### src/rtl/uart_rx_parity_if.sv
// uart_rx_parity_if
// Bundles the serial line, parity selection and received-byte signals of
// the UART receiver into one port.
//   rx            serial line into the receiver; idles high
//   parity_type   2'b01 odd, 2'b10 even, 2'b00/2'b11 no parity bit
//   data_out      last received byte
//   data_valid    one-clock strobe per completed frame
//   parity_error  parity mismatch in the last frame
//   framing_error stop bit sampled low in the last frame
//   busy          receiver is inside a frame (not idle)
// Modports:
//   master  the receiver; drives the byte and status outputs
//   slave   the line driver / byte consumer on the other side
interface uart_rx_parity_if;
  logic       rx;
  logic [1:0] parity_type;
  logic [7:0] data_out;
  logic       data_valid;
  logic       parity_error;
  logic       framing_error;
  logic       busy;

  modport master (
    input  rx,
    input  parity_type,
    output data_out,
    output data_valid,
    output parity_error,
    output framing_error,
    output busy
  );

  modport slave (
    output rx,
    output parity_type,
    input  data_out,
    input  data_valid,
    input  parity_error,
    input  framing_error,
    input  busy
  );
endinterface

### src/rtl/uart_rx_parity.sv
// uart_rx_parity
// UART receiver with 16x oversampling, 8 data bits LSB first, optional
// odd/even parity bit and one stop bit. Each completed frame loads the
// byte and error flags and pulses data_valid for one clock.
// Ports:
//   clk_i     system clock, rising edge
//   reset_ni  asynchronous active-low reset
//   bus       uart_rx_parity_if.master (rx, parity_type in; data_out,
//             data_valid, parity_error, framing_error, busy out)
// Parameter:
//   DIV       clocks per oversample tick (>= 2); bit period is 16*DIV
// Configuration macro:
//   UART_RX_MAJORITY_EN  when defined, each bit is the 2-of-3 majority of
//                        samples at ticks 7, 8 and 9, decided at tick 9;
//                        otherwise a single sample at tick 8 is used.
module uart_rx_parity #(
  parameter int DIV = 27
) (
  input logic              clk_i,
  input logic              reset_ni,
  uart_rx_parity_if.master bus
);

  localparam int DW = (DIV > 2) ? $clog2(DIV) : 1;
  localparam logic [DW-1:0] DIV_LAST = DW'(DIV - 1);

  // tickCnt_q holds the number of ticks already seen in the current bit,
  // so the tick arriving while it reads 7 is tick index 8 of the bit.
`ifdef UART_RX_MAJORITY_EN
  localparam logic [3:0] DEC_TICK = 4'd8;
`else
  localparam logic [3:0] DEC_TICK = 4'd7;
`endif

  typedef enum logic [2:0] {IDLE, START, DATA, PARITY, STOP, WAIT_HIGH} state_e;

  state_e         state_q, state_d;
  logic           rxMeta_q, rxSync_q, rxPrev_q;
  logic [DW-1:0]  divCnt_q;
  logic [3:0]     tickCnt_q;
  logic [2:0]     bitCnt_q;
  logic [7:0]     shift_q;
  logic [1:0]     ptype_q;
  logic           perr_q;
  logic [7:0]     dataOut_q;
  logic           dataValid_q, parityErr_q, framingErr_q;

  logic tick, decide, bitVal, startEdge, hasParity, expParity;
  logic runCnt, shiftEn, parityEn, frameDone, busy;

  assign tick      = (divCnt_q == DIV_LAST);
  assign decide    = tick && (tickCnt_q == DEC_TICK);
  assign startEdge = rxPrev_q && !rxSync_q;
  assign hasParity = (ptype_q == 2'b01) || (ptype_q == 2'b10);
  // Odd mode sends 1 when the data holds an even number of ones.
  assign expParity = (ptype_q == 2'b01) ? ~^shift_q : ^shift_q;

`ifdef UART_RX_MAJORITY_EN
  logic smpA_q, smpB_q;

  always_ff @(posedge clk_i or negedge reset_ni) begin
    if (!reset_ni) begin
      smpA_q <= 1'b1;
      smpB_q <= 1'b1;
    end else if (tick) begin
      if (tickCnt_q == 4'd6) smpA_q <= rxSync_q;
      if (tickCnt_q == 4'd7) smpB_q <= rxSync_q;
    end
  end

  assign bitVal = (smpA_q & smpB_q) | (smpA_q & rxSync_q) | (smpB_q & rxSync_q);
`else
  assign bitVal = rxSync_q;
`endif

  always_ff @(posedge clk_i or negedge reset_ni) begin
    if (!reset_ni) state_q <= IDLE;
    else           state_q <= state_d;
  end

  always_comb begin
    state_d = state_q;
    unique case (state_q)
      IDLE:      if (startEdge) state_d = START;
      START:     if (decide) state_d = bitVal ? IDLE : DATA;
      DATA:      if (decide && bitCnt_q == 3'd7) state_d = hasParity ? PARITY : STOP;
      PARITY:    if (decide) state_d = STOP;
      STOP:      if (decide) state_d = bitVal ? IDLE : WAIT_HIGH;
      WAIT_HIGH: if (rxSync_q) state_d = IDLE;
      default:   state_d = IDLE;
    endcase
  end

  always_comb begin
    runCnt    = (state_q != IDLE) && (state_q != WAIT_HIGH);
    shiftEn   = (state_q == DATA) && decide;
    parityEn  = (state_q == PARITY) && decide;
    frameDone = (state_q == STOP) && decide;
    busy      = (state_q != IDLE);
  end

  always_ff @(posedge clk_i or negedge reset_ni) begin
    if (!reset_ni) begin
      rxMeta_q     <= 1'b1;
      rxSync_q     <= 1'b1;
      rxPrev_q     <= 1'b1;
      divCnt_q     <= '0;
      tickCnt_q    <= 4'd0;
      bitCnt_q     <= 3'd0;
      shift_q      <= 8'h00;
      ptype_q      <= 2'b00;
      perr_q       <= 1'b0;
      dataOut_q    <= 8'h00;
      dataValid_q  <= 1'b0;
      parityErr_q  <= 1'b0;
      framingErr_q <= 1'b0;
    end else begin
      rxMeta_q <= bus.rx;
      rxSync_q <= rxMeta_q;
      rxPrev_q <= rxSync_q;

      if (!runCnt) begin
        divCnt_q  <= '0;
        tickCnt_q <= 4'd0;
      end else if (tick) begin
        divCnt_q  <= '0;
        tickCnt_q <= tickCnt_q + 4'd1;
      end else begin
        divCnt_q <= divCnt_q + DW'(1);
      end

      // The parity mode is frozen at the start edge so later changes on
      // parity_type cannot disturb the frame in flight.
      if (state_q == IDLE && startEdge) begin
        ptype_q  <= bus.parity_type;
        perr_q   <= 1'b0;
        bitCnt_q <= 3'd0;
      end

      if (shiftEn) begin
        shift_q  <= {bitVal, shift_q[7:1]};
        bitCnt_q <= bitCnt_q + 3'd1;
      end

      if (parityEn) perr_q <= (bitVal != expParity);

      dataValid_q <= frameDone;
      if (frameDone) begin
        dataOut_q    <= shift_q;
        parityErr_q  <= perr_q;
        framingErr_q <= !bitVal;
      end
    end
  end

  assign bus.data_out      = dataOut_q;
  assign bus.data_valid    = dataValid_q;
  assign bus.parity_error  = parityErr_q;
  assign bus.framing_error = framingErr_q;
  assign bus.busy          = busy;

endmodule
### src/flat_wrapper.sv
// flat-port wrapper written by rule: the top's interface ports become plain ports
module uart_rx_parity_flat 
#(
  parameter int DIV = 27
)
  (clk_i, reset_ni, bus_rx, bus_parity_type, bus_data_out, bus_data_valid, bus_parity_error, bus_framing_error, bus_busy);
  uart_rx_parity_if bus_i ();
  input logic clk_i;
  input logic reset_ni;
  input wire logic [$bits(bus_i.rx)-1:0] bus_rx;
  input wire logic [$bits(bus_i.parity_type)-1:0] bus_parity_type;
  output wire logic [$bits(bus_i.data_out)-1:0] bus_data_out;
  output wire logic [$bits(bus_i.data_valid)-1:0] bus_data_valid;
  output wire logic [$bits(bus_i.parity_error)-1:0] bus_parity_error;
  output wire logic [$bits(bus_i.framing_error)-1:0] bus_framing_error;
  output wire logic [$bits(bus_i.busy)-1:0] bus_busy;
  assign bus_i.rx = bus_rx;
  assign bus_i.parity_type = bus_parity_type;
  assign bus_data_out = bus_i.data_out;
  assign bus_data_valid = bus_i.data_valid;
  assign bus_parity_error = bus_i.parity_error;
  assign bus_framing_error = bus_i.framing_error;
  assign bus_busy = bus_i.busy;
  uart_rx_parity #(.DIV(DIV)) u_core (.clk_i(clk_i), .reset_ni(reset_ni), .bus(bus_i));
endmodule
### config.mk
export PLATFORM = sky130hd
export DESIGN_NAME = uart_rx_parity_flat
export DESIGN_NICKNAME = d
export VERILOG_FILES = /design/src/rtl/uart_rx_parity_if.sv /design/src/rtl/uart_rx_parity.sv /design/src/flat_wrapper.sv
export SDC_FILE = /design/constraint.sdc
export NUM_CORES = 1
export LEC_CHECK = 0
export CAP_MARGIN = 20
export CORE_MARGIN = 5
export CORE_UTILIZATION = 56
export CTS_CLUSTER_DIAMETER = 120
export DETAILED_ROUTE_END_ITERATION = 16
export PLACE_DENSITY_LB_ADDON = 0.25
export SYNTH_ARGS = -nofsm -noshare
export SYNTH_HDL_FRONTEND = slang
export SYNTH_SLANG_ARGS = --single-unit
### constraint.sdc
create_clock -name clk_i -period 2.7 [get_ports clk_i]
set_input_delay 0.405 -clock clk_i [delete_from_list [all_inputs] [get_ports clk_i]]
set_output_delay 0.405 -clock clk_i [all_outputs]
set_load 0.005 [all_outputs]
==> flow_summary.yaml, run 1 <==
worst_hold_path:
  hp-class: "primary input to asynchronous set/reset pin"
logic_synthesis:
  synth_xor_area_frac: 0.0781
  synth_top_area_frac: 0.498
  synthTopCellsByArea: "dfrtp_1, mux2_2, dfstp_2, ha_1, xnor2_1"
  synth_top_family_by_area: "multiplexers"
  syn_inst: 144
  yosysWarnings: 0
  netlist_area_sq_um: 1860
  ys_ff_latch: 40
  synth-simple-area-share: 0.119
  syn_nets: 155
  yosysTopAreaCell: "dfrtp_1"
  syn_avg_cell_area_sq_um: 12.9
  ys_seq_area_frac: 0.541
  synth_mux_area_frac: 0.135
  synthAdderAreaFrac: 0.0404
  ys_types: 39
  synth_compound_area_frac: 0.0485
clock_tree:
  cts_root_buf: "clkbuf_4"
  h-tree-depth: 2
  cts_tree: "done"
  cts_buffers: 5
  cts_buffer_depth: 2
  cts_hold_buffers: 0
  path_clk_slew_ns: 0.11
  cts_setup_buffers: 0
  clk_latency_ns: 0.32
  cts.sinks: 40
  cts_resized: 0
floorplanning:
  start_util: 0.566
  die_w_microns: 67.6
  die_h_microns: 67.6
  num_rows: 21
  die_area_sq_um: 4570
  coreArea_sq_um: 3280
  ios: 17
pwr:
  leakage_nw: 1.00
  ir_drop_uv: 340
  power_density_nw_per_um2: 562
sta:
  setup_tns_ns: 0
  drv_slew: 0
  max_freq_mhz: 484
  rsz0062_at_grt: "no"
  setup_viol: 0
  period_needed_ns: 2.07
  skew_ns: 0.00541
  fin_crit_sh: 0.765
  slew_headroom: 0.430
  final-hold-violation-count: 0
  holdWs_ns: 0.181
  worstMarginPinSlew_ns: 0.855
run:
  max_cap_violations: 0
placed_design:
  io_buffer_count: 16
  dp_hpwl_microns: 2110
  place.gp.congestion: 0.788
routing:
  drt_first_pass_iters: 4
  vias: 1111
  drc: 0
  post_drt_wl_per_cell_microns: 13.9
  routed_via_density: 5.34
  wl_microns: 2890
  final_antenna_net_count: 0
  dr.first_iter.drc_count: 35
global_route:
  grt_pass1_vias: 1144
  antenna_found_initial: 0
  grt_pass1_wl_microns: 5090
  track_usage: 0.154
  overflow: 0
  grt_max_degree: 41
setup_path:
  crit_path_start: "u_core.state_q[2]"
  cp-endpoint: "bus_busy"
  endpoint_kind: "primary output"
  worstRegToRegCells: 7
  r2r_start: "u_core.divCnt_q[0]"
  critPathLaunchType: "register"
  timing.rr.end: "u_core.bus.data_out[7]"
  cp_data_required_time_ns: 2.30
  critPathKind: "register to primary output"
  crit_arrival_ns: 1.66
  cp_max_fo: 9
  r2r_slack_ns: 0.66
final_layout:
  diodes: 0
  area_delta_synth_final_pct: 11.5
  fill_cells: 266
  nNetsFinal: 172
  drive_above_1_share: 0.191
status:
  status: "finished, final reports clean"
-- logic make-up after synthesis --
kind of cell / after synthesis
xor+xnor: 15
flops: 40
compound gates: 14
mux: 22
buf+inv: 11
simple gates: 36
fa+ha+maj: 6
-- cell usage in the layout (no fill, tap or decap), types with 2 or more instances in the layout --
master,netlist,final
o21ai_0,5,5
mux2_2,13,13
clkbuf_1,0,2
xor2_1,6,6
clkdlybuf4s50_1,0,15
inv_1,4,4
ha_1,6,6
dfstp_2,3,3
mux2i_1,3,3
nor2_1,11,11
clkbuf_4,0,5
xnor2_1,8,8
mux2_4,2,2
mux2_1,4,4
a21oi_1,3,3
nand2_1,9,9
dfrtp_1,37,37
nand3_1,2,2
-- state kept, by name, summed over array words and instances (netlist names), 2 cells and up --
| register | cells |
|---|---|
| u_core.bitCnt_q | 3 |
| u_core.bus.data_out | 8 |
| u_core.divCnt_q | 5 |
| u_core.ptype_q | 2 |
| u_core.shift_q | 8 |
| u_core.state_q | 3 |
| u_core.tickCnt_q | 4 |
-- cell type report --
cell class	count	area, sq um	area share
flip-flops and latches	40	1000	0.485
well taps	46	57.6	0.0278
repair buffers	17	163	0.0785
clock inverters	1	5.00	0.00242
inverters	4	15.0	0.00725
clock buffers	7	45.0	0.0217
multi-input cells	93	782	0.377
-- worst min path at each step --
stage	slack, ns	cells past startpoint	end	start
finish	0.18	1	u_core.divCnt_q[0]	reset_ni
global route	0.23	1	u_core.tickCnt_q[2]	reset_ni
CTS	0.20	1	u_core.tickCnt_q[2]	reset_ni
detailed placement	0.35	0	u_core.bitVal	u_core.rxMeta_q
global placement	0.35	0	u_core.bitVal	u_core.rxMeta_q
floorplan	0.11	0	u_core.bitCnt_q[0]	reset_ni
-- metrics by stage --
stage	utilization	std cells	total power (W)	setup WS [ns]	cell area (sq um)
after floorplan	-	144	0.000852	0.743	1860
after global placement	0.616	200	0.000897	0.678	2020
after detailed placement	0.616	200	0.000907	0.667	2020
after CTS	0.631	208	0.00119	0.612	2070
after global routing	0.631	208	0.00124	0.547	2070
final	0.631	208	0.00116	0.635	2070
-- per-layer routing --
| metal | wire (microns) | GRT usage | vias up | share of wire |
|---|---|---|---|---|
| li1 | - | - | 533 | - |
| met1 | 1240 | 0.182 | 556 | 0.43 |
| met2 | 1490 | 0.242 | 17 | 0.52 |
| met3 | 104 | 0.0549 | 5 | 0.036 |
| met4 | 46 | 0.0835 | 0 | 0.016 |
| met5 | 0 | 0 | - | 0 |
-- worst max-delay path: stages, from the launching register on --
cell             delay, ns
dfrtp_1               0.48
or3_4                 0.41
clkdlybuf4s50_1       0.45
-- Yosys cell counts --
cell type	instances
a21boi_0	1
a21oi_1	3
a2bb2oi_1	1
and4b_1	1
buf_2	3
buf_4	1
buf_6	3
dfrtp_1	37
dfstp_2	3
ha_1	6
inv_1	4
mux2_1	4
mux2_2	13
mux2_4	2
mux2i_1	3
nand2_1	9
nand2b_1	1
nand3_1	2
nand3b_1	1
nand4_1	1
nand4b_4	1
nor2_1	11
nor3_1	1
nor3_2	1
nor3_4	1
o211ai_1	1
o21ai_0	5
o31ai_1	1
o32a_1	1
o32ai_1	1
or2_1	1
or2b_1	1
or3_4	1
or3b_1	1
or3b_2	1
or4_1	1
xnor2_1	8
xnor3_1	1
xor2_1	6
-- report_power, final --
group          leakage [nW]  internal (W)  switching [W]
Clock                0.0293      0.000102       0.000172
Sequential            0.534      0.000650      0.0000558
Combinational         0.441      0.000100      0.0000853
(Power assumes the default switching activity.)
==> run 2, diff against run 1 <==
- clock period: 2.7 -> 2.2 ns (I/O delays scaled with it)
==> run 2 against run 1 <==
  * Routed wire length grew 4.2%
  * Via count shrank 0.27%
  * Combinational power rose by 26%
  * Sequential share of layout area shrank 0.46 points
  * Worst hold slack lost 0.093 ns
  * Total power grew 28%
  * Clock skew grew 0.0046 ns
==> flow_summary.yaml, run 2 (synthesis gave the netlist of run 1 again) <==
sta:
  period_needed_ns: 2.04
  final-hold-violation-count: 0
  fin_ws_ns: 0.163
  rsz0062_at_grt: "no"
  fin_crit_sh: 0.926
  skew_ns: 0.00999
  worstMarginPinSlew_ns: 0.874
  slew_headroom: 0.417
  drv_slew: 0
  setup_tns_ns: 0
  setup_viol: 0
  max_freq_mhz: 491
global_route:
  antenna_found_initial: 0
  grt_pass1_vias: 1169
  overflow: 0
  grt_max_degree: 41
  track_usage: 0.154
  grt_pass1_wl_microns: 5150
setup_path:
  critPathKind: "register to register"
  r2r_slack_ns: 0.16
  cp_max_fo: 11
  endpoint_kind: "register"
  worstRegToRegCells: 7
  crit_arrival_ns: 2.28
  timing.rr.end: "u_core.bus.data_out[3]"
  r2r_start: "u_core.divCnt_q[0]"
  critPathLaunchType: "register"
  cp_data_required_time_ns: 2.44
clock_tree:
  path_clk_slew_ns: 0.11
  h-tree-depth: 2
  cts_setup_buffers: 0
  cts_buffer_depth: 2
  cts_resized: 0
  cts.sinks: 40
  cts_root_buf: "clkbuf_4"
  cts_buffers: 5
  cts_hold_buffers: 0
  clk_latency_ns: 0.35
  cts_tree: "done"
placed_design:
  dp_hpwl_microns: 2190
  place.gp.congestion: 0.770
  io_buffer_count: 16
  dpl_worst_slack_ns: 0.173
floorplanning:
  ios: 17
  start_util: 0.566
  num_rows: 21
  die_h_microns: 67.6
  coreArea_sq_um: 3280
  die_area_sq_um: 4570
  die_w_microns: 67.6
final_layout:
  layout_commonest_cell: "dfrtp_1"
  mostFrequentLayoutCells: "dfrtp_1, clkdlybuf4s50_1, mux2_2"
  diodes: 0
  drive_above_1_share: 0.202
  fill_cells: 281
  nNetsFinal: 173
  area_delta_synth_final_pct: 12.6
  register_area_sq_um: 1000
  final_util: 0.637
  multi_input_area_sq_um: 782
run:
  max_cap_violations: 0
pwr:
  leakage_nw: 1.01
  ir_drop_uv: 418
  power_density_nw_per_um2: 712
  finalPower_w: 0.00149
routing:
  post_drt_wl_per_cell_microns: 14.4
  final_antenna_net_count: 0
  dr.first_iter.drc_count: 48
  drc: 0
  drt_first_pass_iters: 4
  routed_via_density: 5.30
  vias: 1108
  wl_microns: 3010
status:
  status: "finished, final reports clean"
worst_hold_path:
  hp-class: "primary input to asynchronous set/reset pin"
run 2: changes by cell type in the layout (fill, tap and decap cells not counted):
cell,change
buf_4,+1
clkbuf_1,-1
clkbuf_8,+1
clkinv_2,-1
clkinvlp_4,+1
run 2: power breakdown:
group          internal, W  switching, W
sequential        0.000798     0.0000688
clock             0.000157      0.000234
combinational     0.000122      0.000111
run 2: per-stage QoR:
| step | hold slack, ns | instance area (sq um) | instances |
|---|---|---|---|
| after floorplan | 0.0344 | 1860 | 144 |
| after global placement | 0.346 | 2030 | 201 |
| after detailed placement | 0.347 | 2030 | 201 |
| after CTS | 0.108 | 2090 | 209 |
| after global routing | 0.140 | 2090 | 209 |
| final | 0.0879 | 2090 | 209 |
run 2: routing by layer:
metal,vias up,wire (microns),GRT usage,part of all wire
met2,22,1520,0.264,0.51
met1,547,1320,0.181,0.44
li1,531,-,-,-
met4,0,58,0.0684,0.019
met5,-,0,0,0
met3,8,101,0.0366,0.034
run 2: layout make-up:
| class | instances | share of cell area |
|---|---|---|
| multi-input combinational | 93 | 0.374 |
| sequential | 40 | 0.480 |
| tap | 46 | 0.0275 |
| inverter | 4 | 0.00718 |
| clock buffer | 7 | 0.0263 |
| clock inverter | 1 | 0.00359 |
| timing repair buffer | 18 | 0.0813 |
run 2: critical path, stage by stage (launching register included):
cell and delay, ns:
dfrtp_1 0.43, inv_1 0.07, ha_1 0.20, nand4b_4 0.14
or2_1 0.35, nor3_2 0.18, buf_4 0.21, mux2_2 0.35
run 2: worst max path at each step:
| stage | from | end | slack, ns | cells after the start |
|---|---|---|---|---|
| after floorplan | u_core.divCnt_q[0] | u_core.bus.data_out[3] | 0.24 | 8 |
| after global placement | u_core.divCnt_q[0] | u_core.bus.data_out[5] | 0.24 | 7 |
| after detailed placement | u_core.divCnt_q[0] | u_core.bus.data_out[3] | 0.17 | 7 |
| after CTS | u_core.divCnt_q[0] | u_core.bus.data_out[3] | 0.14 | 7 |
| after global routing | u_core.divCnt_q[0] | u_core.bus.data_out[6] | 0.06 | 7 |
| final | u_core.divCnt_q[0] | u_core.bus.data_out[3] | 0.16 | 7 |
